`src/rtl/arb_mux.sv`:
```
// Purpose     : N-channel arbiter/mux into a single registered output slot (fixed-select or round-robin).
// Latency     : one cycle; a word accepted on an input appears on Out in the following cycle.
// Backpressure: the slot reloads while draining, so one word per cycle passes with OutReady=1; OutReady=0 while full stalls all inputs.
//
// Ports
//   clk, rst_n        single clock, asynchronous active-low reset
//   Mode              0 = fixed select on SEL, 1 = round-robin from the internal pointer
//   SEL               channel index for Mode=0 (values >= N select nothing)
//   In / InValid      packed channel data (channel k at [k*W +: W]) and per-channel valid
//   InReady           one-hot (or zero) ready to the granted channel, combinational
//   Out/OutValid/OutCh registered output word, its valid and its source channel
//   OutReady          downstream ready
//   Count             (only with ARB_MUX_CNT_EN) saturating 16-bit count of accepted input words
//
// Build option: define ARB_MUX_CNT_EN to add the Count output and its counter.

module arb_mux #(
    parameter  int W  = 32,
    parameter  int N  = 4,
    localparam int SW = $clog2(N)
) (
    input  logic            clk,
    input  logic            rst_n,
    input  logic            Mode,
    input  logic [SW-1:0]   SEL,
    input  logic [N*W-1:0]  In,
    input  logic [N-1:0]    InValid,
    output logic [N-1:0]    InReady,
    output logic [W-1:0]    Out,
    output logic            OutValid,
    input  logic            OutReady,
    output logic [SW-1:0]   OutCh
`ifdef ARB_MUX_CNT_EN
    ,
    output logic [15:0]     Count
`endif
);

    typedef enum logic {
        ST_EMPTY = 1'b0,
        ST_FULL  = 1'b1
    } state_t;

    state_t          state_q;
    state_t          state_d;

    logic [W-1:0]    out_q;
    logic [SW-1:0]   ch_q;
    logic [SW-1:0]   ptr_q;

    logic            rr_vld;
    logic [SW-1:0]   rr_idx;
    logic            fx_vld;
    logic            gnt_vld;
    logic [SW-1:0]   gnt_idx;
    logic [W-1:0]    gnt_dat;
    logic            can_load;
    logic            load;

    // ------------------------------------------------------------------
    // Round-robin search: first valid channel at or above ptr_q, wrapping
    // from N-1 back to 0. The offset loop keeps the priority rotation
    // explicit instead of building a doubled request vector.
    // ------------------------------------------------------------------
    always_comb begin
        rr_vld = 1'b0;
        rr_idx = '0;
        for (int i = 0; i < N; i++) begin
            int j;
            j = int'(ptr_q) + i;
            if (j >= N) begin
                j = j - N;
            end
            if (!rr_vld && InValid[SW'(j)]) begin
                rr_vld = 1'b1;
                rr_idx = SW'(j);
            end
        end
    end

    // Fixed select: an out-of-range SEL (possible when N is not a power
    // of two) yields no candidate at all.
    always_comb begin
        fx_vld = 1'b0;
        if (int'(SEL) < N) begin
            fx_vld = InValid[SEL];
        end
    end

    always_comb begin
        gnt_vld = Mode ? rr_vld : fx_vld;
        gnt_idx = Mode ? rr_idx : SEL;
    end

    // The slot accepts a new word when empty, or when the current word
    // leaves in this same cycle.
    always_comb begin
        can_load = (state_q == ST_EMPTY) || OutReady;
        load     = can_load && gnt_vld;
    end

    always_comb begin
        InReady = '0;
        if (load) begin
            InReady = N'(1) << gnt_idx;
        end
    end

    always_comb begin
        gnt_dat = '0;
        for (int k = 0; k < N; k++) begin
            if (gnt_idx == SW'(k)) begin
                gnt_dat = In[k*W +: W];
            end
        end
    end

    // ------------------------------------------------------------------
    // Output slot state machine
    // ------------------------------------------------------------------
    always_ff @(posedge clk or negedge rst_n) begin
        if (!rst_n) begin
            state_q <= ST_EMPTY;
        end else begin
            state_q <= state_d;
        end
    end

    always_comb begin
        state_d = state_q;
        case (state_q)
            ST_EMPTY: begin
                if (load) begin
                    state_d = ST_FULL;
                end
            end
            ST_FULL: begin
                // A reload while draining keeps the slot full.
                if (!load && OutReady) begin
                    state_d = ST_EMPTY;
                end
            end
            default: begin
                state_d = ST_EMPTY;
            end
        endcase
    end

    // ------------------------------------------------------------------
    // Datapath and pointer. Out/OutCh only change on a load, so the held
    // word stays stable across stalls and Mode/SEL changes.
    // ------------------------------------------------------------------
    always_ff @(posedge clk or negedge rst_n) begin
        if (!rst_n) begin
            out_q <= '0;
            ch_q  <= '0;
        end else if (load) begin
            out_q <= gnt_dat;
            ch_q  <= gnt_idx;
        end
    end

    // Pointer moves just past the winner, and only for round-robin grants.
    always_ff @(posedge clk or negedge rst_n) begin
        if (!rst_n) begin
            ptr_q <= '0;
        end else if (load && Mode) begin
            if (gnt_idx == SW'(N - 1)) begin
                ptr_q <= '0;
            end else begin
                ptr_q <= gnt_idx + SW'(1);
            end
        end
    end

`ifdef ARB_MUX_CNT_EN
    logic [15:0] cnt_q;

    always_ff @(posedge clk or negedge rst_n) begin
        if (!rst_n) begin
            cnt_q <= '0;
        end else if (load && (cnt_q != 16'hFFFF)) begin
            cnt_q <= cnt_q + 16'd1;
        end
    end

    assign Count = cnt_q;
`endif

    assign Out      = out_q;
    assign OutValid = (state_q == ST_FULL);
    assign OutCh    = ch_q;

endmodule

```
`config.mk`:
```
export PLATFORM = sky130hd
export DESIGN_NAME = arb_mux
export DESIGN_NICKNAME = d
export VERILOG_FILES = /design/src/rtl/arb_mux.sv
export SDC_FILE = /design/constraint.sdc
export NUM_CORES = 1
export LEC_CHECK = 0
export CORE_AREA = 2 2 89 91
export CTS_CLUSTER_SIZE = 10
export DETAILED_ROUTE_END_ITERATION = 12
export DIE_AREA = 0 0 91 93
export GPL_TIMING_DRIVEN = 0
export MAX_ROUTING_LAYER = met4
export PLACE_DENSITY = 0.9
export SLEW_MARGIN = 15
export SYNTH_ARGS = -nofsm -noshare
export SYNTH_HDL_FRONTEND = slang
export SYNTH_SLANG_ARGS = --single-unit
```
`constraint.sdc`:
```
create_clock -name clk -period 3.52 [get_ports clk]
set_input_delay 0.704 -clock clk [delete_from_list [all_inputs] [get_ports clk]]
set_output_delay 0.704 -clock clk [all_outputs]
set_load 0.03 [all_outputs]
```
# [Word level (Yosys, flattened, before mapping)]
# Cells that the tools add are included.
[totals] ff_bits=37 output_inout_bits=39 elab_cells=75
[op_classes] add_sub_neg=8 n_lt_le_gt_ge=9 n_eq_ne=3 shifts=1 n_mux=37 n_bitwise=1 n_reduce_logical=12
[ops] op="two-way mux 32 bit" n=4
[ops] op="two-way mux 2 bit" n=10
[ops] op="less-than comparator 2 x 4 -> 1 bit, second input constant" n=4
[ops] op="two-way mux 1 bit" n=16
[ops] op="binary-select mux 1 bit (select 2 bit)" n=5
[ops] op=">= comparator 3 bit, second input constant" n=3
[ops] op="subtractor 2 x 1 -> 2 bit, second input constant" n=4
[ops] op="adder 2 x 2 -> 3 bit, second input constant" n=2
[ops] op="logical AND 1 bit" n=6
[ops] op="== test 2 bit, second input constant" n=2
[ops] op="zero test 1 bit" n=4
[ops] op="two-way mux 4 bit" n=1
[ops] op="<< shifter 1 x 2 -> 4 bit, first input constant" n=1
[ops] op="adder 2 x 1 -> 3 bit, second input constant" n=1
[ops] op=">= comparator 2 x 3 -> 1 bit, second input constant" n=1
[ops] op="less-than comparator 2 x 3 -> 1 bit, second input constant" n=1
[ops] op="adder 2 x 1 -> 2 bit, second input constant" n=1
[ops] op="== test 2 x 1 -> 1 bit, second input constant" n=1
[ops] op="zero test 2 bit" n=1
[ops] op="one-hot mux 1 bit (2 select lines)" n=1
[ops] op="logical OR 1 bit" n=1
[ops] op="NOT 1 bit" n=1

# [Depth between registers and ports, before layout]
[depth] depth_word=21 ltp_mapped=11

# [Worst setup path after synthesis]
# No wires, ideal clock.
[synth_path] path_kind="input to output" start="input InValid[0]" end="output InReady[3]" arrival_time_ns=2.330 required_time_ns=2.816 slack_ns=0.486 path_stages=8 n_path_buf=2 cell_sequence="nand2b_1 -> a221oi_1 -> o211ai_1 -> nand2_1 -> ha_1 -> clkbuf_1 -> clkbuf_1 -> and2_1"
[synth_between] elab_chain_len=16 word_cells_on_any_way=33
[synth_rtl] item="start, declared" line_no="27" source="input logic [N-1:0] InValid,"
[synth_rtl] item="binary-select mux 1 bit (select 2 bit)" line_no="74" source="if (!rr_vld && InValid[SW'(j)]) begin"
[synth_rtl] item="two-way mux 1 bit (not written as such) (2 in a row)" line_no="74"
[synth_rtl] item="two-way mux 1 bit" line_no="74"
[synth_rtl] item="zero test 1 bit" line_no="74"
[synth_rtl] item="logical AND 1 bit" line_no="74"
[synth_rtl] item="two-way mux 1 bit" line_no="74"
[synth_rtl] item="zero test 1 bit" line_no="74"
[synth_rtl] item="logical AND 1 bit" line_no="74"
[synth_rtl] item="two-way mux 1 bit" line_no="74"
[synth_rtl] item="zero test 1 bit" line_no="74"
[synth_rtl] item="logical AND 1 bit" line_no="74"
[synth_rtl] item="two-way mux 2 bit *" line_no="74"
[synth_rtl] item="two-way mux 2 bit *" line_no="92" source="gnt_idx = Mode ? rr_idx : SEL;"
[synth_rtl] item="named net gnt_idx[1]" line_no="55" source="logic [SW-1:0] gnt_idx;"
[synth_rtl] item="<< shifter 1 x 2 -> 4 bit *" line_no="105" source="InReady = N'(1) << gnt_idx;"
[synth_rtl] item="two-way mux 4 bit *" line_no="104" source="if (load) begin"
[synth_rtl] item="end, declared" line_no="28" source="output logic [N-1:0] InReady,"
# Mark *: on every way through the listed nets, which the timed path passes. The rest lies on a longest branch. The select of a mux whose other input is x is not followed.

# [Worst setup path in the final report]
[layout_path] start="input InValid[0]" end="output InReady[1]"
[layout_between] elab_chain_len=16 word_cells_on_any_way=33
[layout_rtl] item="binary-select mux 1 bit (select 2 bit)" line_no="74"
[layout_rtl] item="two-way mux 1 bit (not written as such) (2 in a row)" line_no="74"
[layout_rtl] item="two-way mux 1 bit" line_no="74"
[layout_rtl] item="zero test 1 bit" line_no="74"
[layout_rtl] item="logical AND 1 bit" line_no="74"
[layout_rtl] item="two-way mux 1 bit" line_no="74"
[layout_rtl] item="zero test 1 bit" line_no="74"
[layout_rtl] item="logical AND 1 bit" line_no="74"
[layout_rtl] item="two-way mux 1 bit" line_no="74"
[layout_rtl] item="zero test 1 bit" line_no="74"
[layout_rtl] item="logical AND 1 bit" line_no="74"
[layout_rtl] item="two-way mux 2 bit / two-way mux 1 bit (equally long branches)" line_no="74"
[layout_rtl] item="two-way mux 2 bit / two-way mux 1 bit (equally long branches)" line_no="92, 91"
[layout_rtl] item="<< shifter 1 x 2 -> 4 bit / logical AND 1 bit (equally long branches)" line_no="105, 99"
[layout_rtl] item="two-way mux 4 bit *" line_no="104"
# Every way passes the cells marked *; elsewhere a longest branch is shown, timed or not. The select of a mux whose other input is x is not followed.

==> impl_metrics.py <==
metrics = {
    "run_status": {
        "status": "complete, no violations",
    },
    "cells_and_area": {
        "nNetsFinal": 601,
        "stdcell_area_mm2": 0.00482,
        "diodes": 0,
        "area_growth_pct": 78.4,
        "final_cells": 561,
        "fill_cells": 642,
        "drive_gt1_share_pct": 15.7,
    },
    "critical_path": {
        "crit_path_max_fanout": 10,
        "critPathCaptureType": "output port",
        "reg2reg_to": "Out[5]$_DFFE_PN0P_",
        "start_kind": "input pin",
        "cp.arrival_ns": 2.74,
        "ff2ff_setup_slack_ns": 0.55,
        "slowest_delay_ns": 0.35,
        "path_cells": "dlygate4sd2_1 > nand2b_1 > a221oi_1 > o211ai_1 > and2_4 > ha_4 > clkbuf_8 > and2_1 > clkdlybuf4s15_2",
        "crit_type": "input pin to output port",
        "worstReg2RegStart": "ptr_q[1]$_DFFE_PN0P_",
        "reg2reg_depth": 10,
        "worst_path_max_delay_cell": "a221oi_1",
        "crit_required_ns": 2.82,
    },
    "placement": {
        "hpwlAfterDp_um": 7730,
        "placed_area_mm2": 0.00462,
        "numPlacedInstances": 548,
        "place.gp.congestion": 0.813,
        "portBuffers": 176,
        "dp_worst_setup_slack_ns": -1.14,
    },
    "sta": {
        "setup_viol": 0,
        "fin_crit_sh_pct": 97.8,
        "maxSlewViolCount": 0,
        "relSlewSlack_pct": 60.9,
        "clock_skew_ns": 0.00468,
        "worst_slew_pin_slew_ns": 0.586,
        "fin_crit_ns": 3.44,
        "hold_violations": 0,
        "fmax_mhz": 291,
        "setup_tns_ns": 0,
        "layout_setup_ws_ns": 0.0791,
    },
    "floorplan": {
        "die_x_um": 91,
        "placementRows": 32,
        "design.core.area_mm2": 0.00753,
        "start_util_pct": 35.9,
        "io_pins": 177,
        "fp.dieH_um": 93,
        "dieArea_mm2": 0.00846,
    },
    "global_route": {
        "overflow": 0,
        "grt_pass1_vias": 3181,
        "antenna_found_initial": 0,
        "grt_use_total_pct": 23.8,
        "grt_first_pass_wirelength_um": 15600,
        "grt_max_degree": 21,
    },
    "clock_tree": {
        "cts_tree": "built",
        "cts_buffer_depth": 2,
        "cts_buffers": 5,
        "root_buffer": "clkbuf_8",
        "clk_latency_ns": 0.28,
        "clk_pin_slew_worst_paths_ns": 0.07,
        "h-tree-depth": 2,
        "cts.sinks": 37,
    },
    "detailed_routing": {
        "drcViolationCount": 0,
        "met3_length_um": 468,
        "ant_nets": 0,
        "wl_met2_um": 5390,
        "firstDrtPassIters": 4,
        "drt-met1-wl_um": 4070,
        "num_vias": 2966,
        "topRoutingLayerUsed": "met4",
        "wl_per_cell_um": 17.8,
        "viasPerCell": 5.29,
        "totalWireLength_um": 9970,
        "first_iter_violations": 112,
    },
    "logic_synthesis": {
        "async_reset_ff_share_pct": 100,
        "seq_area_frac_synth_pct": 34.2,
        "synth_edf_count": 0,
        "synth-seq-cells": 37,
        "synth_cell_type_count": 32,
        "syn_area_mm2": 0.00270,
        "avgSynthCellArea_um2": 10.1,
        "syn_nets": 411,
        "netlist_instances": 269,
        "synth_ff_type": "dfrtp_1",
        "ys_warn_count": 0,
    },
    "hold_path": {
        "hold_class": "input pin to asynchronous set/reset pin",
    },
    "power": {
        "p_leak_nw": 1.92,
        "ir_drop_mv": 0.277,
        "power_density_mw_per_mm2": 593,
        "power.total_mw": 2.86,
    },
    "flow_run": {
        "cap_violations": 0,
    },
}
## worst max path at each step
stage	startpoint	end	slack [ns]
after CTS	InValid[3]	InReady[1]	0.008
after floorplan	InValid[0]	InReady[3]	0.49
after global routing	InValid[0]	InReady[2]	-0.05
after detailed placement	InValid[0]	InReady[3]	-1.14
final	InValid[0]	InReady[1]	0.08
after global placement	InValid[0]	InReady[3]	-1.02
## flip-flops by register name, summed over array words and instances (netlist names)
register	count
OutValid	1
Out	32
ptr_q	2
OutCh	2
## synthesized netlist by cell type (2+ instances only)
cell type	number	share of area [%]
a21o_1	2	0.56
a21oi_1	2	0.37
a221oi_1	32	10
and2_1	5	1.2
buf_6	3	1.2
clkbuf_1	21	2.9
dfrtp_1	37	34
ha_1	4	1.9
inv_1	4	0.56
mux2_2	8	3.3
mux2_4	25	14
nand2_1	34	4.7
nand2b_1	5	1.2
nor2b_1	34	7.9
nor4bb_1	2	0.74
o211ai_1	2	0.56
o21ai_0	3	0.56
o31ai_1	32	8.9
## critical path: cells and delay by family
family,cells,cell delay [ns]
compound gates,2,0.55
simple gates,3,0.52
fa+ha+maj,1,0.19
buf+inv,3,0.77
## cell families (layout without fill, tap and decap cells)
| family | count (synthesis) | count (layout) | synth area share [%] |
|---|---|---|---|
| AO/OA/AOI/OAI | 78 | 78 | 22.8 |
| adder cells (fa/ha/maj) | 4 | 4 | 1.85 |
| buffers and inverters | 28 | 218 | 4.72 |
| flip-flops | 37 | 37 | 34.2 |
| multiplexers | 35 | 35 | 18.9 |
| AND/OR/NAND/NOR | 87 | 87 | 17.5 |
## cells in the final DEF (no fill, tap or decap), drive strengths merged, types with 2 or more instances in the layout
cell / Yosys / final
and2: 5 / 5
dfrtp: 37 / 37
buf: 3 / 14
a21o: 2 / 2
nand2: 34 / 34
a21oi: 2 / 2
a221oi: 32 / 32
nor2: 2 / 2
nor2b: 34 / 34
clkdlybuf4s15: 0 / 3
clkdlybuf4s50: 0 / 167
mux2: 33 / 33
o21ai: 3 / 3
clkbuf: 21 / 26
nor4bb: 2 / 2
dlymetal6s2s: 0 / 2
o31ai: 32 / 32
inv: 4 / 4
nand2b: 5 / 5
dlygate4sd2: 0 / 2
o211ai: 2 / 2
ha: 4 / 4
## power breakdown
part           internal, mW  leakage, nW  switching (mW)  total, mW
Clock                 0.155       0.0443           0.144      0.299
Combinational         0.918         1.42           0.901       1.82
Sequential            0.617        0.452           0.125      0.742
Total                  1.69         1.92            1.17       2.86
## per-layer routing
metal | vias up | GRT usage (%)
met4 | 0 | 5.68
met1 | 1447 | 27.1
met5 | - | -
met3 | 7 | 3.55
li1 | 1395 | -
met2 | 117 | 44.3
## final cells by class
cell class | count | area, um2 | area share, %
Tap cell | 102 | 128 | 2.65
Inverter | 4 | 15.0 | 0.311
Buffer | 21 | 128 | 2.65
Sequential cell | 37 | 926 | 19.2
Timing Repair Buffer | 186 | 1850 | 38.4
Clock buffer | 7 | 86.3 | 1.79
Multi-Input combinational cell | 204 | 1690 | 35.0
## stage by stage
step	hold WS (ns)	utilization (%)
4_1_cts	0.363	63.7
3_3_place_gp	0.489	61.0
6_report	0.366	64.1
2_1_floorplan	0.408	-
5_1_grt	0.393	64.1
3_5_place_dp	0.495	61.3
## repair_timing
action                                  4_1_cts  5_1_grt
endpoints found under the setup margin       34       26
pin swaps                                     5        2
cloned                                        0        0
hold buffers                                  0        0
setup buffers                                 6        3
gates resized for setup                      29        6
Note: power is estimated with default switching activity, not from simulation.
